**src/rtl/rcc_rst_seq_pkg.sv**
```systemverilog
// Shared definitions for the RCC reset sequencer: FSM encoding, default
// parameters and the next-channel picker.
package rcc_rst_seq_pkg;

   localparam int CH_NUM_DEF    = 4;
   localparam int STAGE_NUM_DEF = 2;
   localparam int CNT_W_DEF     = 8;
   localparam int CH_MAX        = 16;

   typedef logic [1:0] state_t;

   localparam state_t ST_IDLE    = 2'd0;
   localparam state_t ST_HOLD    = 2'd1;
   localparam state_t ST_STRETCH = 2'd2;
   localparam state_t ST_RELEASE = 2'd3;

   // One-hot mask of the lowest set bit; zero in, zero out.
   function automatic logic [CH_MAX-1:0] lowest_bit(input logic [CH_MAX-1:0] v);
      return v & (~v + CH_MAX'(1));
   endfunction

endpackage

```
**src/rtl/rcc_sync_bit.sv**
```systemverilog
// Single-bit multi-flop synchroniser for an asynchronous level request,
// cleared by the block's synchronous reset.
module rcc_sync_bit
   import rcc_rst_seq_pkg::*;
#(
   parameter int STAGE_NUM = STAGE_NUM_DEF
) (
   input  logic clk_i,
   input  logic rst_i,
   input  logic d_i,
   output logic q_o
);

   logic [STAGE_NUM-1:0] sync_q;

   // NOTE: sequential state is written with <= so every flop samples the
   // pre-edge value of its neighbour; blocking here would collapse the chain.
   always_ff @(posedge clk_i) begin
      if (rst_i) begin
         sync_q <= '0;
      end else begin
         sync_q <= {sync_q[STAGE_NUM-2:0], d_i};
      end
   end

   assign q_o = sync_q[STAGE_NUM-1];

endmodule

```
**src/rtl/rcc_rst_seq.sv**
```systemverilog
// RCC reset sequencer: stretches channel resets and releases them in index
// order. Define RCC_RST_SEQ_FLAG_EN to build the sticky hardware-cause flags.
module rcc_rst_seq
   import rcc_rst_seq_pkg::*;
#(
   parameter int CH_NUM    = CH_NUM_DEF,
   parameter int STAGE_NUM = STAGE_NUM_DEF,
   parameter int CNT_W     = CNT_W_DEF
) (
   input  logic              sys_clk,
   input  logic              sys_rst,
   input  logic [CH_NUM-1:0] rst_req,
   input  logic [CH_NUM-1:0] sw_rst_pulse,
   input  logic [CNT_W-1:0]  stretch_cnt,
   input  logic [CNT_W-1:0]  gap_cnt,
   input  logic              flag_clr,
   output logic [CH_NUM-1:0] ch_rst_n,
   output logic              seq_busy,
   output logic [CH_NUM-1:0] rst_flag
);

   logic [CH_NUM-1:0] req_s;
   logic [CH_NUM-1:0] hit;
   logic [CH_NUM-1:0] rel_mask;
   logic              rel_en;

   state_t            state_q,    state_d;
   logic [CNT_W-1:0]  cnt_q,      cnt_d;
   logic [CH_NUM-1:0] pend_q,     pend_d;
   logic [CH_NUM-1:0] ch_rst_n_q;

   for (genvar g = 0; g < CH_NUM; g++) begin : g_sync
      rcc_sync_bit #(
         .STAGE_NUM (STAGE_NUM)
      ) u_sync (
         .clk_i (sys_clk),
         .rst_i (sys_rst),
         .d_i   (rst_req[g]),
         .q_o   (req_s[g])
      );
   end

   // NOTE: every signal driven here gets a default first, so no path through
   // the case statement can leave one unassigned and infer a latch.
   always_comb begin
      hit      = req_s | sw_rst_pulse;
      rel_mask = CH_NUM'(lowest_bit(CH_MAX'(pend_q)));
      rel_en   = 1'b0;
      state_d  = state_q;
      cnt_d    = cnt_q;

      case (state_q)
         ST_IDLE: begin
            if (|hit) state_d = ST_HOLD;
         end
         ST_HOLD: begin
            if (!(|req_s)) begin
               state_d = ST_STRETCH;
               cnt_d   = stretch_cnt;
            end
         end
         ST_STRETCH, ST_RELEASE: begin
            if (cnt_q == '0) begin
               rel_en  = 1'b1;
               cnt_d   = gap_cnt;
               state_d = ((pend_q & ~rel_mask) == '0) ? ST_IDLE : ST_RELEASE;
            end else begin
               cnt_d = cnt_q - CNT_W'(1);
            end
            // A fresh request abandons the timed phase and restarts the hold.
            if (|hit) state_d = ST_HOLD;
         end
         default: state_d = ST_HOLD;
      endcase

      // Hit is ORed last so it wins over a same-cycle release of that bit.
      pend_d = (pend_q & ~(rel_en ? rel_mask : '0)) | hit;
   end

   always_ff @(posedge sys_clk) begin
      if (sys_rst) begin
         state_q    <= ST_HOLD;
         cnt_q      <= '0;
         pend_q     <= '1;
         ch_rst_n_q <= '0;
      end else begin
         state_q    <= state_d;
         cnt_q      <= cnt_d;
         pend_q     <= pend_d;
         ch_rst_n_q <= ~pend_d;
      end
   end

   assign ch_rst_n = ch_rst_n_q;
   assign seq_busy = (state_q != ST_IDLE);

`ifdef RCC_RST_SEQ_FLAG_EN
   logic [CH_NUM-1:0] flag_q;

   always_ff @(posedge sys_clk) begin
      if (sys_rst) begin
         flag_q <= '0;
      end else begin
         flag_q <= (flag_q & ~{CH_NUM{flag_clr}}) | req_s;
      end
   end

   assign rst_flag = flag_q;
`else
   logic unused_flag_clr;

   assign unused_flag_clr = flag_clr;
   assign rst_flag        = '0;
`endif

endmodule

```
**config.mk**
```make
export PLATFORM = sky130hd
export DESIGN_NAME = rcc_rst_seq
export DESIGN_NICKNAME = d
export VERILOG_FILES = /design/src/rtl/rcc_rst_seq_pkg.sv /design/src/rtl/rcc_sync_bit.sv /design/src/rtl/rcc_rst_seq.sv
export SDC_FILE = /design/constraint.sdc
export NUM_CORES = 1
export LEC_CHECK = 0
export CORE_UTILIZATION = 60
export CTS_BUF_LIST = sky130_fd_sc_hd__clkbuf_16
export DETAILED_ROUTE_END_ITERATION = 12
export DONT_BUFFER_PORTS = 1
export MAX_ROUTING_LAYER = met4
export PLACE_DENSITY = 0.75
export SLEW_MARGIN = 10
export SYNTH_ARGS = -nofsm -noshare
export SYNTH_HDL_FRONTEND = slang
export SYNTH_SLANG_ARGS = --single-unit
```
**constraint.sdc**
```tcl
create_clock -name sys_clk -period 2.3 [get_ports sys_clk]
set_clock_uncertainty 0.05 [all_clocks]
set_input_delay 0.46 -clock sys_clk [delete_from_list [all_inputs] [get_ports sys_clk]]
set_output_delay 0.46 -clock sys_clk [all_outputs]
set_load 0.01 [all_outputs]
```
==> results.yml <==
power_and_ir_drop:
  ir_worst_vdd_mv: 0.7266
  seqPwrFrac_pct: 40.7
  p_sw_share_pct: 27.79
  p_clk_share_pct: 36.9
  p_leak_nw: 0.5204
  p_comb_share_pct: 22.4
  power-per-cell-area_nw_per_um2: 963.0
  p_int_mw: 0.9727
  switching_power_mw: 0.3744
  report.power.total_mw: 1.347
final_layout:
  utilization_pct: 69.88
  antennaDiodeCount: 0
  final_common_cell: "dfxtp_1"
  design_area_um2: 1399
  mostFrequentLayoutCells: "dfxtp_1 (26), nand2_1 (11), nor2b_1 (9)"
  nets: 171
  syn_to_final_growth_pct: 8.333
  drive_gt1_share_pct: 12.77
routing:
  drc: 0
  viasPerCell: 6.048
  drtIter0Drc: 27
  wl_per_cell_um: 15.17
  firstDrtPassIters: 4
  num_vias: 1016
  finalWirelength_um: 2548
  postRouteAntennaNets: 0
worst_setup_path:
  path_delay_family: "compound AO/OA/AOI/OAI gates"
  worst_path_largest_cell_delay_ns: 0.39
  critPathLaunchType: "register"
  crit_start: "cnt_q[0]$_SDFFE_PP0P_"
  crit_arrival_ns: 2.11
  critPathCaptureType: "register"
  crit_chain: "inv_1 -> ha_1 -> nor4b_1 -> mux2_2 -> a221oi_1 -> a2111oi_0"
  required_ns: 2.37
  critPathMaxFanout: 5
  slowest_stage: "mux2_2"
  critPathKind: "reg -> reg"
  path_buf_inv: 1
  r2r-start: "cnt_q[0]$_SDFFE_PP0P_"
clock_network:
  cts_inserted_buffers: 3
  root_buffer: "clkbuf_16"
  numClockSinks: 26
  hold_buffers: 0
  cts_resized: 0
  htree_levels: 1
  clkLatencyLatePin_ns: 0.26
  path_clk_slew_ns: 0.06
  cts_tree: "yes"
  post_cts_buffers: 0
  clockBufferDepth: 2
yosys:
  seq_area_frac_synth_pct: 40.31
  avgSynthCellArea_um2: 9.093
  synth_area_um2: 1291
  syn_inst: 142
  synth_warnings: 0
  synth_seq_cells: 26
  ys_types: 45
global_routing:
  antenna_found_initial: 0
  grt_start_max_net_pins: 23
  track_usage_pct: 24.64
  grt_overflow_total: 0
  grt_pass1_vias: 975
  grt_pass1_wl_um: 4367
floorplanning:
  num_rows: 16
  core_area_um2: 2002
  die_w_um: 48.39
  die_h_um: 48.39
  die-area_um2: 2342
  io_pins: 36
  start_util_pct: 64.50
timing:
  finalSetupViolCount: 0
  hold_viol: 0
  final.setup.tns_ns: 0
  relSlewSlack_pct: 58.94
  fmax_ghz: 0.4909
  worstMarginPinSlew_ns: 0.6151
  report.final.slew_viol_count: 0
  period_share_pct: 88.56
  min_period_ns: 2.037
  grt_setup_unrepaired: "no"
placement:
  dp_hpwl_um: 1775
  gp_congestion: 0.8687
  numPortBuffers: 0
  placed_cell_area_um2: 1294
status:
  outcome: "complete, no violations"
hold_path:
  hold_class: "in -> reg"
  hold_start: "sw_rst_pulse[0]"
flow_run:
  maxCapViolCount: 0
## sequential cells by signal, summed over array words and instances, names as in the netlist
signal                cells
ch_rst_n                  4
pend_q                    4
g_sync.u_sync.sync_q      8
cnt_q                     8
state_q                   2
## synthesized netlist by cell type (all sizes together)
library cell	n	area (um^2)
nor3	7	35.03
a31oi	3	18.77
o211ai	1	7.510
and3	3	18.77
nor4b	1	8.760
o31ai	3	22.52
a211oi	7	52.55
nor3b	2	20.02
mux2i	2	20.02
nor2	7	26.28
nand2b	1	6.260
inv	5	18.76
buf	7	50.04
nor4	4	40.04
conb	1	3.750
nand3b	1	7.510
mux2	2	22.52
nand3	5	30.03
o21ai	1	5.000
o21a	1	7.510
o311ai	1	8.760
clkbuf	4	15.01
nor2b	9	56.30
xor2	2	17.52
a221oi	1	8.760
dfxtp	26	520.5
ha	2	25.02
and2	3	18.77
a2111oi	2	36.29
or2	2	12.51
or4	1	7.510
a21oi	7	35.03
o41ai	1	16.27
nand2	12	47.55
o32ai	1	8.760
a311oi	4	35.03
## stage by stage
stage	std cells	hold slack, ns	setup slack, ns
4_1_cts	168	0.2112	0.2653
3_3_place_gp	164	0.3673	0.3572
2_1_floorplan	145	0.3638	0.4356
3_5_place_dp	164	0.3760	0.2826
6_report	168	0.2156	0.2631
5_1_grt	168	0.2050	0.1145
## path summary, 6_finish.rpt
path	slack, ns	to	cells past startpoint
worst max-delay path	0.26	cnt_q[4]$_SDFFE_PP0P_	6
worst min-delay path	0.22	ch_rst_n[0]$_SDFF_PP0_	1
worst max register to register	0.26	cnt_q[4]$_SDFFE_PP0P_	6
worst min register to register	0.39	g_sync[3].u_sync.sync_q[1]$_SDFF_PP0_	1
## area by class of cell
type	instances	area, um^2
timing repair buffer	3	22.52
fill	175	603.1
clock inverter	1	30.03
inverter	5	18.77
sequential	26	520.5
tap	27	33.78
clock buffer	3	75.07
multi-input combinational	103	698.2
## cells by family (layout without fill, tap and decap cells)
group           after synthesis  in the layout  share of synthesized area [%]
compound gates               33             33                          20.35
xor+xnor                      2              2                          1.357
fa+ha+maj                     2              2                          1.938
buf+inv                      16             12                          6.491
flops                        26             26                          40.31
mux                           4              4                          3.295
other cells                   1              4                         0.2904
simple gates                 58             58                          25.97
## power by group through the flow
stage	Sequential, mW	Combinational (mW)	Clock, mW
final	0.549	0.301	0.497
after global routing	0.555	0.337	0.527
after CTS	0.547	0.300	0.505
after detailed placement	0.557	0.296	0
after global placement	0.554	0.288	0
after floorplan	0.526	0.265	0
## worst register-to-register path: stages, from the launching register on
cell	delay [ns]
dfxtp_1	0.33
inv_1	0.15
ha_1	0.23
nor4b_1	0.36
mux2_2	0.39
a221oi_1	0.29
a2111oi_0	0.11
## layer usage
layer / wire length (um) / global-route usage (%) / share of wire, % / vias up
li1: - / - / - / 510
met1: 1184 / 29.70 / 46 / 468
met2: 1178 / 41.31 / 46 / 34
met3: 143 / 4.403 / 5.6 / 4
met4: 42 / 8.824 / 1.6 / 0
met5: 0 / - / 0 / -
(Power assumes the default switching activity.)
